File: config.mk
export PLATFORM = sky130hd
export DESIGN_NAME = fft4_inplace_ctrl_flat
export DESIGN_NICKNAME = d
export VERILOG_FILES = /design/src/rtl/fft4_inplace_ctrl_if.sv /design/src/rtl/fft4_inplace_ctrl.sv /design/src/flat_wrapper.sv
export SDC_FILE = /design/constraint.sdc
export NUM_CORES = 1
export LEC_CHECK = 0
export ABC_AREA = 1
export ABC_CLOCK_PERIOD_IN_PS = 4200
export CAP_MARGIN = 25
export CORE_MARGIN = 2
export CORE_UTILIZATION = 50
export CTS_CLUSTER_SIZE = 12
export DETAILED_ROUTE_END_ITERATION = 16
export HOLD_SLACK_MARGIN = 0.06
export PLACE_DENSITY = 0.77
export SLEW_MARGIN = 20
export SYNTH_ARGS = -nofsm -noshare
export SYNTH_HDL_FRONTEND = slang
export SYNTH_SLANG_ARGS = --single-unit
File: constraint.sdc
create_clock -name clk -period 4.2 [get_ports clk]
set_clock_uncertainty 0.1 [all_clocks]
set_input_delay 0.84 -clock clk [delete_from_list [all_inputs] [get_ports clk]]
set_output_delay 0.84 -clock clk [all_outputs]
set_load 0.01 [all_outputs]
File: src/rtl/fft4_inplace_ctrl_if.sv
// Sample-in / bin-out stream bundle for the 4-point in-place FFT sequencer.
interface fft4_inplace_ctrl_if #(
    parameter int unsigned DW = 8
);
    logic          in_valid;
    logic          in_ready;
    logic [DW-1:0] in_re;
    logic [DW-1:0] in_im;
    logic          out_valid;
    logic          out_ready;
    logic          out_last;
    logic [DW-1:0] out_re;
    logic [DW-1:0] out_im;

    modport master (
        output in_valid, in_re, in_im, out_ready,
        input  in_ready, out_valid, out_re, out_im, out_last
    );

    modport slave (
        input  in_valid, in_re, in_im, out_ready,
        output in_ready, out_valid, out_re, out_im, out_last
    );
endinterface

File: src/rtl/fft4_inplace_ctrl.sv
// Sequencer and 4-entry sample store for a 4-point radix-2 DIF FFT around an external butterfly.
// Define FFT4_BITREV_EN to emit bins in natural order; otherwise they leave in memory order.
module fft4_inplace_ctrl #(
    parameter int unsigned DW = 8
) (
    input  logic                clk,
    input  logic                rst_n,
    fft4_inplace_ctrl_if.slave  strm,
    output logic                busy,
    output logic [DW-1:0]       bf_in0_re,
    output logic [DW-1:0]       bf_in0_im,
    output logic [DW-1:0]       bf_in1_re,
    output logic [DW-1:0]       bf_in1_im,
    output logic [DW-1:0]       bf_tw_re,
    output logic [DW-1:0]       bf_tw_im,
    input  logic [DW-1:0]       bf_out0_re,
    input  logic [DW-1:0]       bf_out0_im,
    input  logic [DW-1:0]       bf_out1_re,
    input  logic [DW-1:0]       bf_out1_im
);

    typedef enum logic [1:0] {StLoad, StBf, StOut} state_e;

    state_e        state_q, state_d;
    logic [1:0]    cnt_q, cnt_d;
    logic [DW-1:0] mem_re_q [4];
    logic [DW-1:0] mem_im_q [4];

    logic          ld_we;
    logic          bf_we;
    logic [1:0]    bf_a;
    logic [1:0]    bf_b;
    logic          tw_neg_j;
    logic [1:0]    rd_addr;

`ifdef FFT4_BITREV_EN
    assign rd_addr = {cnt_q[0], cnt_q[1]};
`else
    assign rd_addr = cnt_q;
`endif

    // Butterfly schedule: stage 1 pairs stride 2, stage 2 pairs stride 1.
    always_comb begin
        bf_a     = 2'd0;
        bf_b     = 2'd2;
        tw_neg_j = 1'b0;
        unique case (cnt_q)
            2'd0: begin bf_a = 2'd0; bf_b = 2'd2; end
            2'd1: begin bf_a = 2'd1; bf_b = 2'd3; tw_neg_j = 1'b1; end
            2'd2: begin bf_a = 2'd0; bf_b = 2'd1; end
            2'd3: begin bf_a = 2'd2; bf_b = 2'd3; end
            default: ;
        endcase
    end

    always_comb begin
        bf_in0_re = '0;
        bf_in0_im = '0;
        bf_in1_re = '0;
        bf_in1_im = '0;
        bf_tw_re  = '0;
        bf_tw_im  = '0;
        if (state_q == StBf) begin
            bf_in0_re = mem_re_q[bf_a];
            bf_in0_im = mem_im_q[bf_a];
            bf_in1_re = mem_re_q[bf_b];
            bf_in1_im = mem_im_q[bf_b];
            // -j is (0, -1); 1 is (1, 0); both exact in DW bits.
            bf_tw_re  = tw_neg_j ? '0 : DW'(1);
            bf_tw_im  = tw_neg_j ? '1 : '0;
        end
    end

    always_comb begin
        state_d        = state_q;
        cnt_d          = cnt_q;
        ld_we          = 1'b0;
        bf_we          = 1'b0;
        busy           = 1'b0;
        strm.in_ready  = 1'b0;
        strm.out_valid = 1'b0;
        strm.out_last  = 1'b0;
        strm.out_re    = '0;
        strm.out_im    = '0;
        unique case (state_q)
            StLoad: begin
                strm.in_ready = 1'b1;
                if (strm.in_valid) begin
                    ld_we = 1'b1;
                    cnt_d = cnt_q + 2'd1;
                    if (cnt_q == 2'd3) state_d = StBf;
                end
            end
            StBf: begin
                busy  = 1'b1;
                bf_we = 1'b1;
                cnt_d = cnt_q + 2'd1;
                if (cnt_q == 2'd3) state_d = StOut;
            end
            StOut: begin
                strm.out_valid = 1'b1;
                strm.out_last  = (cnt_q == 2'd3);
                strm.out_re    = mem_re_q[rd_addr];
                strm.out_im    = mem_im_q[rd_addr];
                if (strm.out_ready) begin
                    cnt_d = cnt_q + 2'd1;
                    if (cnt_q == 2'd3) state_d = StLoad;
                end
            end
            default: begin
                state_d = StLoad;
                cnt_d   = 2'd0;
            end
        endcase
    end

    always_ff @(posedge clk or negedge rst_n) begin
        if (!rst_n) begin
            state_q <= StLoad;
            cnt_q   <= 2'd0;
            for (int i = 0; i < 4; i++) begin
                mem_re_q[i] <= '0;
                mem_im_q[i] <= '0;
            end
        end else begin
            state_q <= state_d;
            cnt_q   <= cnt_d;
            if (ld_we) begin
                mem_re_q[cnt_q] <= strm.in_re;
                mem_im_q[cnt_q] <= strm.in_im;
            end
            if (bf_we) begin
                mem_re_q[bf_a] <= bf_out0_re;
                mem_im_q[bf_a] <= bf_out0_im;
                mem_re_q[bf_b] <= bf_out1_re;
                mem_im_q[bf_b] <= bf_out1_im;
            end
        end
    end

endmodule

File: src/flat_wrapper.sv
// flat-port wrapper written by rule: the top's interface ports become plain ports
module fft4_inplace_ctrl_flat 
#(
    parameter int unsigned DW = 8
)
  (clk, rst_n, busy, bf_in0_re, bf_in0_im, bf_in1_re, bf_in1_im, bf_tw_re, bf_tw_im, bf_out0_re, bf_out0_im, bf_out1_re, bf_out1_im, strm_in_valid, strm_in_re, strm_in_im, strm_out_ready, strm_in_ready, strm_out_valid, strm_out_re, strm_out_im, strm_out_last);
  fft4_inplace_ctrl_if #(.DW(DW)) strm_i ();
  input  logic clk;
  input  logic rst_n;
  output logic busy;
  output logic [DW-1:0] bf_in0_re;
  output logic [DW-1:0] bf_in0_im;
  output logic [DW-1:0] bf_in1_re;
  output logic [DW-1:0] bf_in1_im;
  output logic [DW-1:0] bf_tw_re;
  output logic [DW-1:0] bf_tw_im;
  input  logic [DW-1:0] bf_out0_re;
  input  logic [DW-1:0] bf_out0_im;
  input  logic [DW-1:0] bf_out1_re;
  input  logic [DW-1:0] bf_out1_im;
  input wire logic [$bits(strm_i.in_valid)-1:0] strm_in_valid;
  input wire logic [$bits(strm_i.in_re)-1:0] strm_in_re;
  input wire logic [$bits(strm_i.in_im)-1:0] strm_in_im;
  input wire logic [$bits(strm_i.out_ready)-1:0] strm_out_ready;
  output wire logic [$bits(strm_i.in_ready)-1:0] strm_in_ready;
  output wire logic [$bits(strm_i.out_valid)-1:0] strm_out_valid;
  output wire logic [$bits(strm_i.out_re)-1:0] strm_out_re;
  output wire logic [$bits(strm_i.out_im)-1:0] strm_out_im;
  output wire logic [$bits(strm_i.out_last)-1:0] strm_out_last;
  assign strm_i.in_valid = strm_in_valid;
  assign strm_i.in_re = strm_in_re;
  assign strm_i.in_im = strm_in_im;
  assign strm_i.out_ready = strm_out_ready;
  assign strm_in_ready = strm_i.in_ready;
  assign strm_out_valid = strm_i.out_valid;
  assign strm_out_re = strm_i.out_re;
  assign strm_out_im = strm_i.out_im;
  assign strm_out_last = strm_i.out_last;
  fft4_inplace_ctrl #(.DW(DW)) u_core (.clk(clk), .rst_n(rst_n), .strm(strm_i), .busy(busy), .bf_in0_re(bf_in0_re), .bf_in0_im(bf_in0_im), .bf_in1_re(bf_in1_re), .bf_in1_im(bf_in1_im), .bf_tw_re(bf_tw_re), .bf_tw_im(bf_tw_im), .bf_out0_re(bf_out0_re), .bf_out0_im(bf_out0_im), .bf_out1_re(bf_out1_re), .bf_out1_im(bf_out1_im));
endmodule
# Word-level counts from Yosys, hierarchy flattened
# Index checks and enable logic that the tools add are counted.
[totals] input_bits=52 ff_bits=68
[op_classes] order_cmp=6 n_reduce_logical=9 eq_ne=10 bitwise_logic=3 mux=62 n_addsub=1
[ops] operator="$bwmux 32" count=6
[ops] operator="$mux 8" count=24
[ops] operator="$mux 32" count=4
[ops] operator="$bmux 8 s2" count=6
[ops] operator="$demux 8 s2" count=3
[ops] operator="$pmux 2 s3" count=4
[ops] operator="$mux 2" count=7
[ops] operator="$ge 3x3->1 const B" count=3
[ops] operator="$lt 3x1->1 const B" count=3
[ops] operator="$not 2->3" count=3
[ops] operator="$mux 1" count=8
[ops] operator="$eq 2x2->1 const B" count=3
[ops] operator="$ne 2x2->1 const B" count=3
[ops] operator="$reduce_and 5->1" count=1
[ops] operator="$eq 2x1->1 const B" count=2
[ops] operator="$logic_not 2->1" count=2
[ops] operator="$ne 2x1->1 const B" count=2
[ops] operator="$reduce_or 2->1" count=2
[ops] operator="$logic_and 1x1->1" count=3
[ops] operator="$add 2x1->2 const B" count=1
[ops] operator="$reduce_and 2->1" count=1

# Longest topological paths before layout
[logic_depth] depth_word=11 depth_mapped=13 ltp_nobuf=9

# Worst setup path before layout
# No wires, ideal clock.
[synth_timing] path_kind="register to output" startpoint="reg u_core.cnt_q[1]" endpoint="out bf_tw_im[1]" path_buffers=5 arrival_ns=2.464 slack_ns=0.796 path_stages_with_launch=10 required_time_ns=3.260 cell_sequence="dfrtp_1 -> buf_2 -> clkinv_1 -> clkbuf_1 -> ha_1 -> clkbuf_1 -> buf_1 -> inv_1 -> nor2_1 -> buf_4"
[synth_between] elab_chain_len=4
[synth_lines] element="start: declaration" line="fft4_inplace_ctrl.sv:25" rtl="logic [1:0] cnt_q, cnt_d;"
[synth_lines] element="start signal: assignment" line="fft4_inplace_ctrl.sv:127" rtl="cnt_q <= cnt_d;"
[synth_lines] element="$eq 2x1->1" line="fft4_inplace_ctrl.sv:47" rtl="unique case (cnt_q)"
[synth_lines] element="$mux 1" line="fft4_inplace_ctrl.sv:47"
[synth_lines] element="$mux 8" line="fft4_inplace_ctrl.sv:70" rtl="bf_tw_im = tw_neg_j ? '1 : '0;"
[synth_lines] element="$mux 8" line="fft4_inplace_ctrl.sv:63" rtl="if (state_q == StBf) begin"
[synth_lines] element="end: declaration" line="flat_wrapper.sv:16" rtl="output logic [DW-1:0] bf_tw_im;"
# No other way between the ends.

# Final worst setup path
[layout_timing] startpoint="reg u_core.cnt_q[1]" endpoint="out bf_in0_im[7]"
[layout_between] elab_chain_len=8
[layout_lines] element="$eq 2x2->1 or $logic_not 2->1 (tied branches)" line="fft4_inplace_ctrl.sv:47"
[layout_lines] element="$reduce_or 2->1 (no source line)"
[layout_lines] element="$pmux 2 s3 (*)" line="fft4_inplace_ctrl.sv:47"
[layout_lines] element="$not 2->3 (not written as such) (*)" line="fft4_inplace_ctrl.sv:65" rtl="bf_in0_im = mem_im_q[bf_a];"
[layout_lines] element="$bmux 8 s2 (*)" line="fft4_inplace_ctrl.sv:65"
[layout_lines] element="$mux 8 (not written as such) (*) (2 in series)" line="fft4_inplace_ctrl.sv:65"
[layout_lines] element="$mux 8 (*)" line="fft4_inplace_ctrl.sv:63"
[layout_lines] element="end: declaration" line="flat_wrapper.sv:12" rtl="output logic [DW-1:0] bf_in0_im;"
# Every way passes the cells marked *; elsewhere a longest branch is shown, timed or not. The select of a mux whose other input is x is not followed.

==> results.md <==
* R2r startpoint: u_core.cnt_q[0]
* Die H at about 120 um
* Synth cell count leaders: 284 x nand2_1, 117 x inv_1, 112 x a21oi_1
* Max Cap Viol at 0
* Clk_lat worst skew at 0.33 ns
* Mean area per synthesized cell at 6.12 um^2
* Cts-stage hold buffer count at 0
* Slew headroom at a little under half
* Power, Total at about 6500 uW
* Final net count at around 1100
* Vias per inst at roughly 6
* FF-to-FF End: u_core.mem_re_q[25]
* Synth async-reset ratio at between 90% and 100%
* Fraction of layout cells with a size suffix above 1 at about 5.3%
* Total grt overflow at 0
* Post-route cell area at 7600 um^2
* Core area at about 12000 um^2
* Fin crit share at a little over nine tenths
* Gr usage total at between 30% and 40%
* Worst-path clk slew at 0.05 ns
* Top FF cell, synth: dfrtp_1
* Sequential area share after synthesis at between 20% and 30%
* Clk root buf: clkbuf_16
* Hold Crit Class: in -> async
* Initial Util at about 50%
* Crit path largest cell delay at around 0.60 ns
* Crit path buf inv count at 4
* Final slew viol count at 0
* Worst path cell trace: clkinv_1 > ha_1 > inv_1 > buf_4 > o21ai_0 > a21oi_1 > clkdlybuf4s50_1
* Status: completed
* Pin count of the biggest net entering global routing at 58
* Vias in the first global route at between 6000 and 7000
* CTS HTree Levels at 3
* Drt wl/cell at ~18 um
* Worst-margin pin slew at slightly above 0.8 ns
* Leakage power at 0.00364 uW
* First-pass GRT wire length at approximately 34000 um
* Finish-stage setup viols at 0
* Required time worst endpoint at about 3.3 ns
* Syn. warnings at 0
* Clock sinks at just under 70
* Initial DRC Count at ~1200
* Buffers added on ports at about 110
* Yosys top cell by area: dfrtp_1
* Routed vias at 7433
* Crit path DAT at ~3.0 ns
* Clock Path Buffers at 2
* Number of synthesized flops with an enable pin at 0
* Worst setup path class: reg -> out
* Post-CTS Setup Inserts at 0
* Fin worst setup slack at between 0.2 and 0.3 ns
* Synth unique cells at 24
* Final Hold Viols at 0
* Pwr Density at about 860 nW/um^2
* Crit end category: output pin
* Gate Count Post-Synth at 1010
* Yosys reg bits at between 60 and 70
* Synth Cell Area at 6180 um^2
* DPL Wire Length at roughly 15000 um
* Antenna cells at 0
* DRC at 0
* DIE AREA at approximately 13000 um^2
* RSZ-0062 raised after global routing: false
* CTS buffer count at 9
* Antenna viol nets, final at 0
* RePlAce Congestion at a little over 0.9
* Crit path launch type: register
* Max Fclk at 0.254 GHz
* Area growth, synth to finish at 23.0%
* Number of primary I/O pins at 120
* Top post-synthesis cells by area: dfrtp_1 28%, nand2_1 17%, a21oi_1 9.1%, nand4_1 8.4%, inv_1 7.1%
* CTS tree: done
* First-pass DRT Iterations at 5
* R2R cell count at 9
* Setup slack, reg-to-reg at about 0.57 ns
* Slowest stage cell, crit path: dfrtp_1
* CP top delay family: buffers and inverters
* Final min period at just under 4 ns
* CP Max Fanout at 30
* Initial antenna violation count at 0
* Post-DP Area at about 7200 um^2
* Setup TNS at 0 ns
* Max IR drop VDD at roughly 0.37 mV
* CTS resizes at 0
* Pre-CTS WS at 0.665 ns
* Die W at 115 um
* Row count at 40
* Yosys top cell area share at between 20% and 30%
* Cell with the most instances after synthesis: nand2_1
* Final WL at about 22000 um
## state kept, by name, indices dropped and copies added, names as in the netlist
register and cells:
u_core.cnt_q 2, u_core.mem_im_q 32, u_core.mem_re_q 32, u_core.state_q 2
## how the worst max path moves through the flow
stage | endpoint | slack (ns) | cells after the start | from
2_1_floorplan | bf_tw_im[1] | 0.80 | 9 | u_core.cnt_q[1]
3_3_place_gp | bf_in0_im[7] | 0.66 | 7 | u_core.cnt_q[1]
3_5_place_dp | bf_in0_im[7] | 0.66 | 7 | u_core.cnt_q[1]
4_1_cts | bf_in0_im[7] | 0.30 | 7 | u_core.cnt_q[1]
5_1_grt | bf_in0_re[1] | 0.08 | 7 | u_core.cnt_q[1]
6_report | bf_in0_im[7] | 0.26 | 7 | u_core.cnt_q[1]
## power breakdown
| group | internal (uW) | leakage (uW) | switching, uW | total, uW |
|---|---|---|---|---|
| combinational | 1480 | 0.00268 | 2720 | 4200 |
| clock | 578 | 0.000163 | 280 | 858 |
| sequential | 1010 | 0.000795 | 451 | 1460 |
## layout by cell type (no fill, tap or decap), types with 25 or more instances in the layout
master	count
o21ai_0	66
dfrtp_1	68
nand4_1	83
nand3_1	86
nand2_1	284
inv_1	117
o211ai_1	32
clkdlybuf4s50_1	110
o22ai_1	32
a21oi_1	112
buf_4	25
## worst register-to-register path, cell delays in order (launching register included)
cell     delay [ns]
dfrtp_1        0.58
inv_2          0.34
ha_2           0.24
buf_4          0.48
nand2_2        0.39
o21ai_2        0.43
nand2_1        0.63
nand3_1        0.25
nand2_1        0.08
inv_1          0.05
## cell type report
type                    count  area, um^2
fillers                  1122        4460
multi-input cells         725        3580
flip-flops and latches     68        1700
repair buffers            138        1320
inverters                 124         465
clock buffers              11         233
well taps                 168         210
clock inverters             5         100
## cells by family (layout without fill, tap and decap cells)
| group | count (synthesis) | count (layout) | synth area share, % |
|---|---|---|---|
| buffers and inverters | 223 | 278 | 15.2 |
| DFF | 68 | 68 | 27.5 |
| AOI/OAI and AO/OA | 246 | 246 | 21.9 |
| and+or+nand+nor | 464 | 464 | 33.7 |
| adders and majority gates | 8 | 8 | 1.62 |
| other | 1 | 7 | 0.0607 |
## metal layers
metal  routed length [um]  share of wire [%]  vias up  global-route usage, %
li1                     -                  -     3503                      -
met1                 9540                 43     3376                   50.7
met2                 9090                 41      517                   44.2
met3                 3160                 14       37                   11.5
met4                  284                1.3        0                   6.99
met5                    0                  0        -                      0
## stage by stage
stage | hold WS [ns] | utilization [%] | std cells
floorplan | 0.429 | - | 1016
global placement | 0.449 | 60.1 | 1222
detailed placement | 0.481 | 60.1 | 1222
CTS | 0.494 | 62.9 | 1238
global route | 0.329 | 63.0 | 1239
finish | 0.309 | 63.0 | 1239
No activity file was read; power rests on OpenSTA's default activity.
